--- config.mk ---
export PLATFORM = sky130hd
export DESIGN_NAME = sim_status_tl_host
export DESIGN_NICKNAME = d
export VERILOG_FILES = /design/src/rtl/sim_status_pkg.sv /design/src/rtl/sim_status_tl_host_fifo.sv /design/src/rtl/sim_status_tl_host.sv
export SDC_FILE = /design/constraint.sdc
export NUM_CORES = 1
export LEC_CHECK = 0
export CAP_MARGIN = 20
export CORE_ASPECT_RATIO = 0.7
export CORE_UTILIZATION = 30
export CTS_CLUSTER_DIAMETER = 120
export CTS_CLUSTER_SIZE = 12
export DETAILED_ROUTE_END_ITERATION = 6
export HOLD_SLACK_MARGIN = 0.05
export PLACE_DENSITY = 0.72
export SLEW_MARGIN = 5
export SYNTH_ARGS = -nofsm -noshare
export SYNTH_HDL_FRONTEND = slang
export SYNTH_HIERARCHICAL = 1
export SYNTH_SLANG_ARGS = --single-unit
--- constraint.sdc ---
create_clock -name clk_i -period 5.75 [get_ports clk_i]
set_input_delay 1.15 -clock clk_i [delete_from_list [all_inputs] [get_ports clk_i]]
set_output_delay 1.15 -clock clk_i [all_outputs]
set_load 0.05 [all_outputs]
--- src/rtl/sim_status_pkg.sv ---
// Shared types for the sim status TL-UL host: minimal TL-UL channel structs,
// status code values, host FSM states and a terminal-code helper.
package sim_status_pkg;

  localparam int unsigned TL_AW  = 32;
  localparam int unsigned TL_DW  = 32;
  localparam int unsigned TL_AIW = 8;
  localparam int unsigned TL_DIW = 1;
  localparam int unsigned TL_DBW = TL_DW / 8;
  localparam int unsigned TL_SZW = 2;

  localparam logic [15:0] StatusInTest = 16'h4354;
  localparam logic [15:0] StatusPassed = 16'h900d;
  localparam logic [15:0] StatusFailed = 16'hbaad;

  typedef enum logic [2:0] {
    PutFullData    = 3'h0,
    PutPartialData = 3'h1,
    Get            = 3'h4
  } tl_a_op_e;

  typedef enum logic [2:0] {
    AccessAck     = 3'h0,
    AccessAckData = 3'h1
  } tl_d_op_e;

  typedef struct packed {
    logic [4:0] rsvd;
    logic [3:0] instr_type;
    logic [6:0] cmd_intg;
    logic [6:0] data_intg;
  } tl_a_user_t;

  typedef struct packed {
    logic [6:0] rsp_intg;
    logic [6:0] data_intg;
  } tl_d_user_t;

  // Data access (instr_type = false encoding), no integrity generated in sim.
  localparam tl_a_user_t TL_A_USER_DEFAULT = '{
    rsvd:       '0,
    instr_type: 4'h9,
    cmd_intg:   '0,
    data_intg:  '0
  };

  typedef struct packed {
    logic                a_valid;
    tl_a_op_e            a_opcode;
    logic [2:0]          a_param;
    logic [TL_SZW-1:0]   a_size;
    logic [TL_AIW-1:0]   a_source;
    logic [TL_AW-1:0]    a_address;
    logic [TL_DBW-1:0]   a_mask;
    logic [TL_DW-1:0]    a_data;
    tl_a_user_t          a_user;
    logic                d_ready;
  } tl_h2d_t;

  typedef struct packed {
    logic                d_valid;
    tl_d_op_e            d_opcode;
    logic [2:0]          d_param;
    logic [TL_SZW-1:0]   d_size;
    logic [TL_AIW-1:0]   d_source;
    logic [TL_DIW-1:0]   d_sink;
    logic [TL_DW-1:0]    d_data;
    tl_d_user_t          d_user;
    logic                d_error;
    logic                a_ready;
  } tl_d2h_t;

  typedef enum logic [1:0] {
    StIdle = 2'd0,
    StReq  = 2'd1,
    StRsp  = 2'd2
  } state_e;

  function automatic logic is_terminal(input logic [15:0] code);
    return (code == StatusPassed) || (code == StatusFailed);
  endfunction

endpackage

--- src/rtl/sim_status_tl_host_fifo.sv ---
// Small synchronous FIFO holding queued status codes.
module sim_status_fifo #(
  parameter int unsigned Width = 16,
  parameter int unsigned Depth = 2
) (
  input  logic                         clk_i,
  input  logic                         rst_i,
  input  logic                         push,
  input  logic [Width-1:0]             wdata,
  input  logic                         pop,
  output logic [Width-1:0]             rdata,
  output logic                         full,
  output logic                         empty,
  output logic [$clog2(Depth+1)-1:0]   count
);

  localparam int unsigned PtrW = (Depth > 1) ? $clog2(Depth) : 1;
  localparam int unsigned CntW = $clog2(Depth + 1);
  localparam logic [PtrW-1:0] PtrLast = PtrW'(Depth - 1);
  localparam logic [CntW-1:0] CntFull = CntW'(Depth);

  logic [Width-1:0] mem [Depth];
  logic [PtrW-1:0]  wr_ptr_q;
  logic [PtrW-1:0]  rd_ptr_q;
  logic [CntW-1:0]  count_q;
  logic             do_push;
  logic             do_pop;

  assign full    = (count_q == CntFull);
  assign empty   = (count_q == '0);
  assign count   = count_q;
  assign rdata   = mem[rd_ptr_q];
  assign do_push = push && !full;
  assign do_pop  = pop && !empty;

  // Pointer and occupancy tracking; simultaneous push/pop leaves count unchanged.
  always_ff @(posedge clk_i) begin
    if (rst_i) begin
      wr_ptr_q <= '0;
      rd_ptr_q <= '0;
      count_q  <= '0;
    end else begin
      if (do_push) wr_ptr_q <= (wr_ptr_q == PtrLast) ? '0 : wr_ptr_q + 1'b1;
      if (do_pop)  rd_ptr_q <= (rd_ptr_q == PtrLast) ? '0 : rd_ptr_q + 1'b1;
      if (do_push && !do_pop)      count_q <= count_q + 1'b1;
      else if (do_pop && !do_push) count_q <= count_q - 1'b1;
    end
  end

  // Storage array, no reset needed since reads are qualified by empty.
  always_ff @(posedge clk_i) begin
    if (do_push) mem[wr_ptr_q] <= wdata;
  end

endmodule

--- src/rtl/sim_status_tl_host.sv ---
// TL-UL host that writes queued SW test status codes to the sim SRAM status
// word, letting a bench end or annotate a simulation without a running core.
module sim_status_tl_host
  import sim_status_pkg::*;
#(
  parameter logic [31:0] StatusAddr    = 32'h0,
  parameter int unsigned Depth         = 2,
  parameter int unsigned TimeoutCycles = 1024,
  parameter int unsigned SourceW       = 2
) (
  input  logic        clk_i,
  input  logic        rst_i,
  input  logic        status_valid_i,
  output logic        status_ready_o,
  input  logic [15:0] status_code_i,
  output tl_h2d_t     tl_o,
  input  tl_d2h_t     tl_i,
  output logic        busy_o,
  output logic        done_o,
  output logic        err_o,
  output logic [15:0] last_code_o
);

  localparam int unsigned TmoW = $clog2(TimeoutCycles + 1);
  localparam logic [TmoW-1:0] TmoLast = TmoW'(TimeoutCycles - 1);
  localparam logic [TmoW-1:0] TmoMax  = TmoW'(TimeoutCycles);

  state_e               state_q;
  logic [15:0]          code_q;
  logic [SourceW-1:0]   src_q;
  logic [TmoW-1:0]      tmo_q;
  logic                 done_q;
  logic                 err_q;
  logic [15:0]          last_q;

  logic                 fifo_push;
  logic                 fifo_pop;
  logic                 fifo_full;
  logic                 fifo_empty;
  logic [15:0]          fifo_rdata;
  logic [$clog2(Depth+1)-1:0] fifo_count;

  logic                 tmo_hit;
  logic                 rsp_bad;
  logic                 unused_tl;

  assign status_ready_o = !fifo_full && !done_q;
  assign fifo_push      = status_valid_i && status_ready_o;
  assign fifo_pop       = (state_q == StIdle) && !fifo_empty;

  sim_status_fifo #(
    .Width (16),
    .Depth (Depth)
  ) u_fifo (
    .clk_i (clk_i),
    .rst_i (rst_i),
    .push  (fifo_push),
    .wdata (status_code_i),
    .pop   (fifo_pop),
    .rdata (fifo_rdata),
    .full  (fifo_full),
    .empty (fifo_empty),
    .count (fifo_count)
  );

  // The final permitted cycle is the one where the counter sits at TimeoutCycles-1;
  // a handshake in that same cycle still wins over the abort.
  assign tmo_hit = (tmo_q >= TmoLast);
  assign rsp_bad = tl_i.d_error || (tl_i.d_source != TL_AIW'(src_q));

  // Host FSM with timeout, rolling source id and sticky status flags.
  always_ff @(posedge clk_i) begin
    if (rst_i) begin
      state_q <= StIdle;
      code_q  <= '0;
      src_q   <= '0;
      tmo_q   <= '0;
      done_q  <= 1'b0;
      err_q   <= 1'b0;
      last_q  <= '0;
    end else begin
      if ((state_q != StIdle) && (tmo_q != TmoMax)) tmo_q <= tmo_q + 1'b1;
      unique case (state_q)
        StIdle: begin
          if (!fifo_empty) begin
            code_q  <= fifo_rdata;
            tmo_q   <= '0;
            state_q <= StReq;
          end
        end
        StReq: begin
          if (tl_i.a_ready) begin
            state_q <= StRsp;
          end else if (tmo_hit) begin
            err_q   <= 1'b1;
            src_q   <= src_q + 1'b1;
            state_q <= StIdle;
          end
        end
        StRsp: begin
          if (tl_i.d_valid) begin
            if (rsp_bad) begin
              err_q <= 1'b1;
            end else begin
              last_q <= code_q;
              if (is_terminal(code_q)) done_q <= 1'b1;
            end
            src_q   <= src_q + 1'b1;
            state_q <= StIdle;
          end else if (tmo_hit) begin
            err_q   <= 1'b1;
            src_q   <= src_q + 1'b1;
            state_q <= StIdle;
          end
        end
        default: state_q <= StIdle;
      endcase
    end
  end

  // A-channel fields are derived only from registered state, so they hold
  // steady for as long as a_valid waits on a_ready.
  always_comb begin
    tl_o           = '0;
    tl_o.a_valid   = (state_q == StReq);
    tl_o.a_opcode  = PutFullData;
    tl_o.a_param   = '0;
    tl_o.a_size    = TL_SZW'(2);
    tl_o.a_source  = TL_AIW'(src_q);
    tl_o.a_address = StatusAddr;
    tl_o.a_mask    = '1;
    tl_o.a_data    = {16'h0, code_q};
    tl_o.a_user    = TL_A_USER_DEFAULT;
    tl_o.d_ready   = (state_q == StRsp);
  end

  assign busy_o      = !fifo_empty || (state_q != StIdle);
  assign done_o      = done_q;
  assign err_o       = err_q;
  assign last_code_o = last_q;

  assign unused_tl = ^{tl_i.d_opcode, tl_i.d_param, tl_i.d_size, tl_i.d_sink,
                       tl_i.d_data, tl_i.d_user, fifo_count};

endmodule

==> impl_metrics.yaml <==
outcome:
  status: "finished, final reports clean"
global_route:
  first_global_vias: 2715
  grt_pass1_wl_um: 13900
  overflow: 0
  antenna_found_initial: 0
  grt_max_degree: 45
  grtUsageTotal_pct: 12.7
sta:
  layout_min_cycle_time_ps: 3210
  fin_setup_tns_ps: 0
  tightest_slew_ps: 933
  finalSetupViolations: 0
  slew_violations: 0
  fmax_mhz: 311
  skew_ps: 7.54
  timing_hold_violations_final: 0
  rsz0062_at_grt: "false"
  slew_headroom_pct: 37.3
  post-route-period-util_pct: 55.9
cells_and_area:
  antenna_cells: 0
  syn_to_final_growth_pct: 19.8
  drive_gt1_share_pct: 7.00
  post-route-cell-area_mm2: 0.00509
  final_cells: 685
  fin_nets: 587
  final_core_util_pct: 37.7
clocking:
  numClockSinks: 86
  htreeDepth: 3
  cts_hold_buf: 0
  clk_pin_slew_ps: 60
  cts_tree: "done"
  numCtsBuffers: 9
  cts_root_buf: "clkbuf_16"
  insertion_delay_ps: 330
  cts_resized: 0
  cts_max_path_buffers: 2
  post_cts_buffers: 0
logic_synthesis:
  ys_types: 45
  synth_area_mm2: 0.00425
  ys.flop_type: "dfxtp_1"
  async_flop_share_pct: 0
  ys_ff_latch: 86
  avgSynthCellArea_um2: 9.81
  syn_inst: 433
  synth_warnings: 6
  ys_seq_area_share_pct: 48.1
  synth_edf_count: 32
floorplanning:
  die-width_um: 144
  ioPinCount: 214
  die_area_mm2: 0.0146
  fp.coreArea_mm2: 0.0135
  start_util_pct: 31.5
  die_h_um: 102
  std_cell_rows: 35
power_and_ir_drop:
  power.total_mw: 2.32
  p_per_area_mw_per_mm2: 455
  p_leak_nw: 1.86
  peakVddDrop_uv: 150
placement:
  portBuffers: 69
  placed_cells: 669
  place_hpwl_um: 6640
  gp_congestion: 0.803
  placed_area_mm2: 0.00475
routing:
  antenna_left: 0
  wirelength_um: 9200
  wire_per_inst_um: 13.4
  vias: 2970
  firstDrtPassIters: 5
  drtIter0Drc: 160
  drc: 0
  viasPerCell: 4.34
setup_path:
  r2r-end: "u_fifo/count[1]$_SDFFE_PP0P_"
  crit_path_start_kind: "flip-flop"
  critPathRequiredTime_ps: 4600
  cp-end-kind: "output port"
  r2r_slack_ps: 2880
  cp.arrival_ps: 2060
  rr_startpoint: "state_q[0]$_SDFFE_PP0P_"
  path_max_fanout: 10
  worstSetupPathType: "reg2out"
  rr_worst_depth: 8
min_path:
  min_from: "last_code_o[8]$_SDFFE_PP0P_"
  hold_class: "reg2reg"
  holdPathStages: 2
  hold_path_end: "last_code_o[8]$_SDFFE_PP0P_"
flow_run:
  cap_violations: 0
## synth_stat cells, types with 7 or more instances
master / n / area (um^2)
edfxtp_1: 32 / 961
ha_1: 7 / 87.6
buf_4: 91 / 683
o21ai_1: 9 / 45.0
nor2_1: 15 / 56.3
nand2_1: 39 / 146
dfxtp_1: 54 / 1080
o21ai_0: 16 / 80.1
xor2_1: 8 / 70.1
nand3_1: 20 / 100
mux2_2: 16 / 180
buf_2: 7 / 35.0
inv_1: 10 / 37.5
a21oi_1: 43 / 215
## sequential cells by signal (all words and copies together) (netlist names), named ones only
register	count
done_o	1
u_fifo/mem	32
state_q	2
last_code_o	16
tmo_q	11
u_fifo/count	2
src_q	2
u_fifo/wr_ptr_q	1
code_q	16
u_fifo/rd_ptr_q	1
err_o	1
## critical path, stage by stage (launching register included)
cell and delay, ps:
dfxtp_1 400, inv_1 80, ha_1 320, nand2_1 100
clkdlybuf4s50_1 820
## power by group
group          leakage (nW)  internal (mW)  switching [mW]
clock network         0.164          0.426           0.230
registers             0.736          0.741          0.0987
logic                 0.964          0.251           0.570
total                  1.86           1.42           0.899
## cell families (layout without fill, tap and decap cells)
group	Yosys count	in the layout	synth area share (%)
AO/OA/AOI/OAI	80	80	10.1
flip-flops	86	86	48.1
other	2	89	0.177
XOR/XNOR	12	12	2.47
AND/OR/NAND/NOR	111	111	13.6
multiplexers	18	18	4.71
buffers and inverters	117	97	18.8
adder cells (fa/ha/maj)	7	7	2.06
## area by class of cell
cell class	instances	area, um^2
well taps	185	231
clock buffers	11	233
multi-input cells	317	1730
fillers	1367	8400
inverters	11	41.3
clock inverters	5	108
flip-flops and latches	86	2040
repair buffers	70	698
## how the worst max path moves through the flow
stage	from	end	depth (start not counted)
after floorplan	done_o$_SDFFE_PP0P_	u_fifo/mem[0][0]$_DFFE_PP_	5
after global placement	tl_i[52]	err_o$_SDFFE_PP0P_	5
after detailed placement	tl_i[52]	err_o$_SDFFE_PP0P_	5
after CTS	state_q[0]$_SDFFE_PP0P_	busy_o	4
after global routing	state_q[0]$_SDFFE_PP0P_	busy_o	4
final	state_q[0]$_SDFFE_PP0P_	busy_o	4
## per-layer routing
metal / global-route usage [%] / vias up / part of all wire [%]
li1: - / 1443 / -
met1: 16.2 / 1437 / 46
met2: 20.1 / 88 / 48
met3: 5.11 / 2 / 6.2
met4: 2.67 / 0 / 0.21
met5: 0 / - / 0
## cell usage in the layout, fill, tap and decap left out, drive strengths merged, types with 3 or more instances in the layout
cell type	instances
xnor2	4
nand2b	4
nand4	5
ha	7
xor2	8
o21ai	26
nand3	20
inv	11
nor2	15
nor2b	3
conb	89
or3	6
a31oi	4
clkbuf	11
dfxtp	54
and4	3
clkdlybuf4s50	69
bufinv	3
nor4	4
edfxtp	32
nand2	39
mux2	16
a21oi	43
## per-stage QoR
step | setup WS, ps | hold slack [ps]
after floorplan | 3190 | 452
after global placement | 2400 | 461
after detailed placement | 2290 | 457
after CTS | 2520 | 476
after global routing | 2400 | 496
final | 2540 | 474
Note: power is estimated with default switching activity, not from simulation.
